--- src/rtl/mips_pkg.sv ---
// Shared MIPS pipeline definitions: ALU op codes, opcode/funct values and
// the packed decode-control bundle carried between pipeline stages.
package mips_pkg;

   typedef enum logic [3:0] {
      ALUOP_AND     = 4'b0000,
      ALUOP_OR      = 4'b0001,
      ALUOP_ADD     = 4'b0010,
      ALUOP_XOR     = 4'b0011,
      ALUOP_SLL     = 4'b0100,
      ALUOP_SRL     = 4'b0101,
      ALUOP_SUB     = 4'b0110,
      ALUOP_SLT     = 4'b0111,
      ALUOP_SRA     = 4'b1000,
      ALUOP_BEQ     = 4'b1001,
      ALUOP_BNE     = 4'b1010,
      ALUOP_ILLEGAL = 4'b1011,
      ALUOP_NOR     = 4'b1100
   } alu_op_e;

   localparam logic [5:0] OP_RTYPE = 6'h00;
   localparam logic [5:0] OP_LW    = 6'h23;
   localparam logic [5:0] OP_SW    = 6'h2B;
   localparam logic [5:0] OP_BEQ   = 6'h04;
   localparam logic [5:0] OP_BNE   = 6'h05;
   localparam logic [5:0] OP_ADDI  = 6'h08;
   localparam logic [5:0] OP_SLTI  = 6'h0A;
   localparam logic [5:0] OP_ANDI  = 6'h0C;
   localparam logic [5:0] OP_ORI   = 6'h0D;
   localparam logic [5:0] OP_XORI  = 6'h0E;

   localparam logic [5:0] FN_SLL   = 6'h00;
   localparam logic [5:0] FN_SRL   = 6'h02;
   localparam logic [5:0] FN_SRA   = 6'h03;
   localparam logic [5:0] FN_ADD   = 6'h20;
   localparam logic [5:0] FN_SUB   = 6'h22;
   localparam logic [5:0] FN_AND   = 6'h24;
   localparam logic [5:0] FN_OR    = 6'h25;
   localparam logic [5:0] FN_XOR   = 6'h26;
   localparam logic [5:0] FN_NOR   = 6'h27;
   localparam logic [5:0] FN_SLT   = 6'h2A;

   // Seven decoder control bits plus the slot-valid bit, then the ALU op.
   typedef struct packed {
      logic       regwrite;
      logic       memtoreg;
      logic       memwrite;
      logic       branch;
      logic       alusrc;
      logic       alusrc_shamt;
      logic       regdst;
      logic       valid;
      logic [3:0] alucontrol;
   } ctrl_t;

endpackage

--- src/rtl/hazard_lw_detect.sv ---
// Load-use hazard detection: a load in EX whose destination is read by
// the instruction in ID forces a one-cycle stall.
module hazard_lw_detect #(
   parameter int REG_AW = 5
) (
   input  logic              valid_e,
   input  logic              memtoreg_e,
   input  logic [REG_AW-1:0] rt_e,
   input  logic              valid_d,
   input  logic [REG_AW-1:0] rs_d,
   input  logic [REG_AW-1:0] rt_d,
   output logic              lwstall
);

   // Raw field compare; a false stall on an unused field is harmless.
   always_comb begin
      lwstall = valid_e & memtoreg_e & (rt_e != '0) & valid_d &
                ((rt_e == rs_d) | (rt_e == rt_d));
   end

endmodule

--- src/rtl/id_ex_stage.sv ---
// ID/EX pipeline register with load-use stall, flush squashing and a
// sticky illegal-instruction flag.
module id_ex_stage
   import mips_pkg::*;
#(
   parameter int         DATA_W      = 32,
   parameter int         REG_AW      = 5,
   parameter logic [3:0] ALU_ILLEGAL = 4'b1011
) (
   input  logic              clk,
   input  logic              reset,
   input  logic              RegWriteD,
   input  logic              MemtoRegD,
   input  logic              MemWriteD,
   input  logic              BranchD,
   input  logic              ALUSrcD,
   input  logic              ALUSrc_shamtD,
   input  logic              RegDstD,
   input  logic [3:0]        ALUControlD,
   input  logic              ValidD,
   input  logic [DATA_W-1:0] RD1D,
   input  logic [DATA_W-1:0] RD2D,
   input  logic [REG_AW-1:0] RsD,
   input  logic [REG_AW-1:0] RtD,
   input  logic [REG_AW-1:0] RdD,
   input  logic [REG_AW-1:0] ShamtD,
   input  logic [DATA_W-1:0] SignImmD,
   input  logic [DATA_W-1:0] PCPlus4D,
   input  logic              FlushE,
   output logic              RegWriteE,
   output logic              MemtoRegE,
   output logic              MemWriteE,
   output logic              BranchE,
   output logic              ALUSrcE,
   output logic              ALUSrc_shamtE,
   output logic              RegDstE,
   output logic [3:0]        ALUControlE,
   output logic              ValidE,
   output logic [DATA_W-1:0] RD1E,
   output logic [DATA_W-1:0] RD2E,
   output logic [DATA_W-1:0] SignImmE,
   output logic [DATA_W-1:0] PCPlus4E,
   output logic [REG_AW-1:0] RsE,
   output logic [REG_AW-1:0] RtE,
   output logic [REG_AW-1:0] RdE,
   output logic [REG_AW-1:0] ShamtE,
   output logic              StallF,
   output logic              StallD,
   output logic              IllegalSeen
);

   ctrl_t ctrl_d;
   ctrl_t ctrl_e;
   logic  lwstall;
   logic  bubble;
   logic  illegal_load;

   hazard_lw_detect #(
      .REG_AW (REG_AW)
   ) u_hazard_lw_detect (
      .valid_e    (ctrl_e.valid),
      .memtoreg_e (ctrl_e.memtoreg),
      .rt_e       (RtE),
      .valid_d    (ValidD),
      .rs_d       (RsD),
      .rt_d       (RtD),
      .lwstall    (lwstall)
   );

   // Gather decoder controls and decide whether this edge loads a bubble.
   always_comb begin
      ctrl_d = '{
         regwrite:     RegWriteD,
         memtoreg:     MemtoRegD,
         memwrite:     MemWriteD,
         branch:       BranchD,
         alusrc:       ALUSrcD,
         alusrc_shamt: ALUSrc_shamtD,
         regdst:       RegDstD,
         valid:        ValidD,
         alucontrol:   ALUControlD
      };
      // An empty slot is squashed exactly like a flush or stall bubble.
      bubble       = FlushE | lwstall | ~ValidD;
      illegal_load = ~bubble & (ALUControlD == ALU_ILLEGAL);
   end

   // Stage register: data always follows D, control is zeroed on a bubble.
   always_ff @(posedge clk) begin
      if (reset) begin
         ctrl_e      <= '0;
         RD1E        <= '0;
         RD2E        <= '0;
         SignImmE    <= '0;
         PCPlus4E    <= '0;
         RsE         <= '0;
         RtE         <= '0;
         RdE         <= '0;
         ShamtE      <= '0;
         IllegalSeen <= 1'b0;
      end else begin
         ctrl_e   <= bubble ? '0 : ctrl_d;
         RD1E     <= RD1D;
         RD2E     <= RD2D;
         SignImmE <= SignImmD;
         PCPlus4E <= PCPlus4D;
         RsE      <= RsD;
         RtE      <= RtD;
         RdE      <= RdD;
         ShamtE   <= ShamtD;
         if (illegal_load) begin
            IllegalSeen <= 1'b1;
         end
      end
   end

   // Unpack registered controls and publish the hold requests.
   always_comb begin
      RegWriteE     = ctrl_e.regwrite;
      MemtoRegE     = ctrl_e.memtoreg;
      MemWriteE     = ctrl_e.memwrite;
      BranchE       = ctrl_e.branch;
      ALUSrcE       = ctrl_e.alusrc;
      ALUSrc_shamtE = ctrl_e.alusrc_shamt;
      RegDstE       = ctrl_e.regdst;
      ValidE        = ctrl_e.valid;
      ALUControlE   = ctrl_e.alucontrol;
      StallF        = lwstall;
      StallD        = lwstall;
   end

endmodule

--- config.mk ---
export PLATFORM = sky130hd
export DESIGN_NAME = id_ex_stage
export DESIGN_NICKNAME = d
export VERILOG_FILES = /design/src/rtl/mips_pkg.sv /design/src/rtl/hazard_lw_detect.sv /design/src/rtl/id_ex_stage.sv
export SDC_FILE = /design/constraint.sdc
export NUM_CORES = 1
export LEC_CHECK = 0
export ABC_AREA = 1
export BUFFER_PORTS_ARGS = -buffer_cell sky130_fd_sc_hd__buf_2
export CAP_MARGIN = 10
export CORE_MARGIN = 5
export CORE_UTILIZATION = 28
export CTS_BUF_LIST = sky130_fd_sc_hd__clkbuf_16
export DETAILED_ROUTE_END_ITERATION = 12
export HOLD_SLACK_MARGIN = 0.08
export PLACE_DENSITY = 0.67
export SYNTH_ARGS = -nofsm -noshare
export SYNTH_HDL_FRONTEND = slang
export SYNTH_SLANG_ARGS = --single-unit
--- constraint.sdc ---
create_clock -name clk -period 2.5 [get_ports clk]
set_input_delay 0.5 -clock clk [delete_from_list [all_inputs] [get_ports clk]]
set_output_delay 0.5 -clock clk [all_outputs]
set_load 0.005 [all_outputs]
==> Word-level counts from Yosys, hierarchy flattened <==
Index checks and enable logic that the tools add are counted.
{ "word_totals": {"regBits": 161, "latch_bits": 0, "mem_bits_rw": 0, "romBits": 0, "wordCells": 33, "n_memories": 0} }
{ "op_classes": {"add_sub_neg": 0, "multipliers": 0, "n_div": 0, "magnitude_cmp": 0, "n_eq_ne": 3, "n_shift": 0, "muxes": 0, "bitwise_logic": 10, "reduce_logical": 2} }
{ "op_table": {"columns": ["cell", "count"], "rows": [
  ["== test 5 bit", 2],
  ["bitwise AND 1 bit", 5],
  ["nonzero test 5 bit", 1],
  ["== test 4 bit (second input constant)", 1],
  ["OR 1 bit", 3],
  ["inverter 1 bit", 2],
  ["OR reduction 2 bit", 1]
]} }

==> Depth between registers and ports, before layout <==
{ "logic_depth": {"ltp_word": 8, "ltp_mapped": 10, "ltp_nobuf": 9} }

==> By module <==
Synthesis repeated with hierarchy kept, for this count alone.
{ "hier_totals": {"cells_unflattened": 556, "hier_area_um2": 4808.4} }
{ "by_module_without_submodules": {"columns": ["module", "n_inst", "cells_per_inst", "area_per_inst_um2", "seq_area_each_um2"], "rows": [
  ["id_ex_stage", 1, 511, 4609.4, 3223.1],
  ["hazard_lw_detect", 1, 45, 198.9, 0.0]
]} }

==> Worst setup path before layout <==
OpenSTA, ideal clock, no wires.
{ "synth_path": {"path_kind": "input -> output", "from": "input RtD[4]", "to": "output StallF", "arrival_time_ns": 1.081, "required_ns": 2.000, "path_slack_ns": 0.919, "stages": 9, "n_path_buf": 1, "cell_sequence": "inv_1 > nand2_1 > nand2_1 > nor2_1 > nand3_1 > nand2_1 > nand2_2 > inv_1 > buf_4"} }
{ "synth_via": {"elab_chain_len": 3} }
{ "synth_lines": {"columns": ["element", "line", "source"], "rows": [
  ["start, declared", "id_ex_stage.sv:24", "input logic [REG_AW-1:0] RtD,"],
  ["== test 5 bit", "hazard_lw_detect.sv:18", "((rt_e == rs_d) | (rt_e == rt_d));"],
  ["OR 1 bit", "hazard_lw_detect.sv:18", null],
  ["bitwise AND 1 bit", "hazard_lw_detect.sv:17", "lwstall = valid_e & memtoreg_e & (rt_e != '0) & valid_d &"],
  ["end, declared", "id_ex_stage.sv:47", "output logic StallF,"]
]} }
Every way passes these cells.

==> Final worst setup path <==
{ "layout_path": {"from": "register RtE[3]", "to": "output StallD"} }
{ "layout_via": {"elab_chain_len": 4} }
{ "layout_lines": {"columns": ["element", "line", "source"], "rows": [
  ["start, declared", "id_ex_stage.sv:44", "output logic [REG_AW-1:0] RtE,"],
  ["start signal, assigned", "id_ex_stage.sv:108", "RtE <= RtD;"],
  ["nonzero test 5 bit", "hazard_lw_detect.sv:17", null],
  ["bitwise AND 1 bit (2 in a row)", "hazard_lw_detect.sv:17", null],
  ["bitwise AND 1 bit (*)", "hazard_lw_detect.sv:17", null],
  ["end, declared", "id_ex_stage.sv:48", "output logic StallD,"]
]} }
Mark *: on every way between the ends. The rest lies on a longest branch, timed or not.

==> impl_metrics.yaml <==
synthesis:
  synth-seq-cells: 161
  synth_top_area_share_pct: 67.86
  ys_warn_count: 0
  yosysTopAreaCell: "dfxtp_1"
  synth_area_per_cell_um2: 8.620
  synth_top_cells_by_area: "dfxtp_1, inv_1, nor2_1, nand2_1, buf_2"
  ys_seq_area_share_pct: 67.86
  synth.distinct_cells: 16
  syn_area_um2: 4750
  syn_inst: 551
  syn-num-nets: 714
timing:
  hold_violations: 0
  maxSlewViolCount: 0
  fin_crit_sh_pct: 80.96
  fmax_mhz: 494.1
  tightest_slew_ps: 738.1
  fin_setup_tns_ps: 0
  max_slew_margin_pct: 50.79
  timing.hold.ws_ps: 282.4
  setup_viol: 0
  rsz0062_at_grt: "false"
  fin_ws_ps: 476.1
  fin_crit_ps: 2024
  skew_ps: 5.891
clocking:
  cts_buffers: 17
  cts_setup_buffers: 0
  clk_path_buf_depth: 2
  insertion_delay_ps: 410
  cts-root-buf: "clkbuf_16"
  cts.sinks: 161
  cts_tree: "done"
  path_clk_slew_ps: 70
  cts.repair.resized: 0
  ctsHoldBuffers: 0
  htreeDepth: 4
placement:
  placed_area_um2: 6575
  place_hpwl_um: 10570
  dpl.cell_count: 1078
  pre_cts_ws_ps: 712.5
  gp_congestion: 0.8075
  io_buffers: 325
outcome:
  status: "finished, final reports clean"
cells_and_area:
  finalInstanceArea_um2: 7202
  drive_above_1_share_pct: 40.79
  utilization_pct: 43.27
  mostFrequentLayoutCell: "buf_2"
  stdcell_count: 1111
  n_fill_cell: 1655
  areaGrowthSynthToFinish_pct: 51.63
  nNetsFinal: 1040
  most-common-layout-cells: "buf_2, inv_1, nor2_1"
global_route:
  grt_max_degree: 150
  grt.overflow.total: 0
  grt_use_total_pct: 13.22
  grt_pass1_vias: 4012
  grt_pass1_wl_um: 20600
  grt_antenna_before_repair: 2
pwr:
  pwr-share-comb_pct: 7.8
  p_per_area_nw_per_um2: 821.6
  switching_share_pct: 23.29
  intPower_mw: 4.539
  peakVddDrop_v: 0.0004196
  power.net_switching_mw: 1.378
  finalPower_mw: 5.917
  leakage_nw: 4.401
  seqPwrFrac_pct: 46.2
  power_frac_clock_pct: 46.0
floorplanning:
  rows: 47
  die_x_um: 140.2
  initial_utilization_pct: 28.54
  coreArea_um2: 16640
  die_height_um: 140.2
  dieArea_um2: 19670
  io_pins: 326
detailed_routing:
  firstDrtPassIters: 5
  ant_nets: 0
  drc: 0
  drt-initial-drc-count: 111
  vias_per_cell: 3.716
  vias: 4128
  wl_um: 13510
  routedWlPerCell_um: 12.16
critical_path:
  r2r_slack_ps: 1160
  required_ps: 2000
  r2r_end: "ALUControlE[1]$_SDFF_PP0_"
  endpoint: "StallD"
  crit_arrival_ps: 1520
  worstRegToRegCells: 9
  reg2reg_from: "RtE[3]$_SDFF_PP0_"
  critPathKind: "reg -> out"
  worst_setup_path_start_kind: "register"
  worstSetupStartpoint: "RtE[3]$_SDFF_PP0_"
  crit_fanout: 5
  cp-end-kind: "primary output"
worst_hold_path:
  worst_hold_path_type: "in -> reg"
job:
  max-cap-violations: 0
==> worst max-delay path, cell delays in order, from the launching register on <==
cell     delay (ps)
dfxtp_1         420
inv_1            70
nand2_1          60
nand2_1          40
nor2_1          100
nand3_1          80
nand2_1          90
nand2_2          80
inv_1            80
buf_2           110
==> power by group through the flow <==
stage          clock network, mW  logic, mW  registers, mW
3_3_place_gp                   0      0.466           2.79
5_1_grt                     2.92      0.522           2.75
3_5_place_dp                   0      0.471           2.79
4_1_cts                     2.80      0.472           2.73
6_report                    2.72      0.460           2.73
2_1_floorplan                  0      0.152           2.81
==> flip-flops by register name (all words and copies together) (netlist names), 4 cells and up <==
name / cells
RsE: 5
ShamtE: 5
ALUControlE: 4
RtE: 5
PCPlus4E: 32
RD2E: 32
SignImmE: 32
RdE: 5
RD1E: 32
==> Yosys cell counts (all sizes together) <==
cell type	instances
nand4	2
nand2	27
nand3	3
clkbuf	4
nor4	1
dfxtp	161
xnor2	2
inv	169
nor3b	1
buf	15
nor2	166
==> kinds of logic (layout without fill, tap and decap cells) <==
family	count (synthesis)	in the layout	synth area share, %
AND/OR/NAND/NOR	200	200	16.33
XOR/XNOR	2	2	0.3689
flip-flops	161	161	67.86
buffers and inverters	188	527	15.44
other	0	1	0
==> per-layer routing <==
metal | part of all wire, % | track usage, % | vias to the layer above | wire, um
li1 | - | - | 2144 | -
met1 | 36 | 13.76 | 1766 | 4930
met2 | 50 | 22.91 | 199 | 6720
met3 | 12 | 6.953 | 17 | 1631
met4 | 1.6 | 4.386 | 2 | 210
met5 | 0.15 | 0 | - | 20
==> cell type report <==
class,count,area [um^2],area share (%)
sequential,161,3223,44.75
timing repair buffer,326,1649,22.90
multi-input combinational,202,793.3,11.01
inverter,169,634.4,8.808
clock buffer,17,425.4,5.907
tap,220,275.3,3.822
clock inverter,15,198.9,2.762
antenna,1,2.502,0.03475
==> worst min path at each step <==
stage                                  start                       end  cells past startpoint
finish                          SignImmD[29]   SignImmE[29]$_SDFF_PP0_                      3
global route                    SignImmD[21]   SignImmE[21]$_SDFF_PP0_                      3
CTS                                 RD1D[14]       RD1E[14]$_SDFF_PP0_                      3
detailed placement  IllegalSeen$_SDFFE_PP0P_  IllegalSeen$_SDFFE_PP0P_                      2
global placement    IllegalSeen$_SDFFE_PP0P_  IllegalSeen$_SDFFE_PP0P_                      2
floorplan           IllegalSeen$_SDFFE_PP0P_  IllegalSeen$_SDFFE_PP0P_                      2
Power figures use the tool's default switching activity.
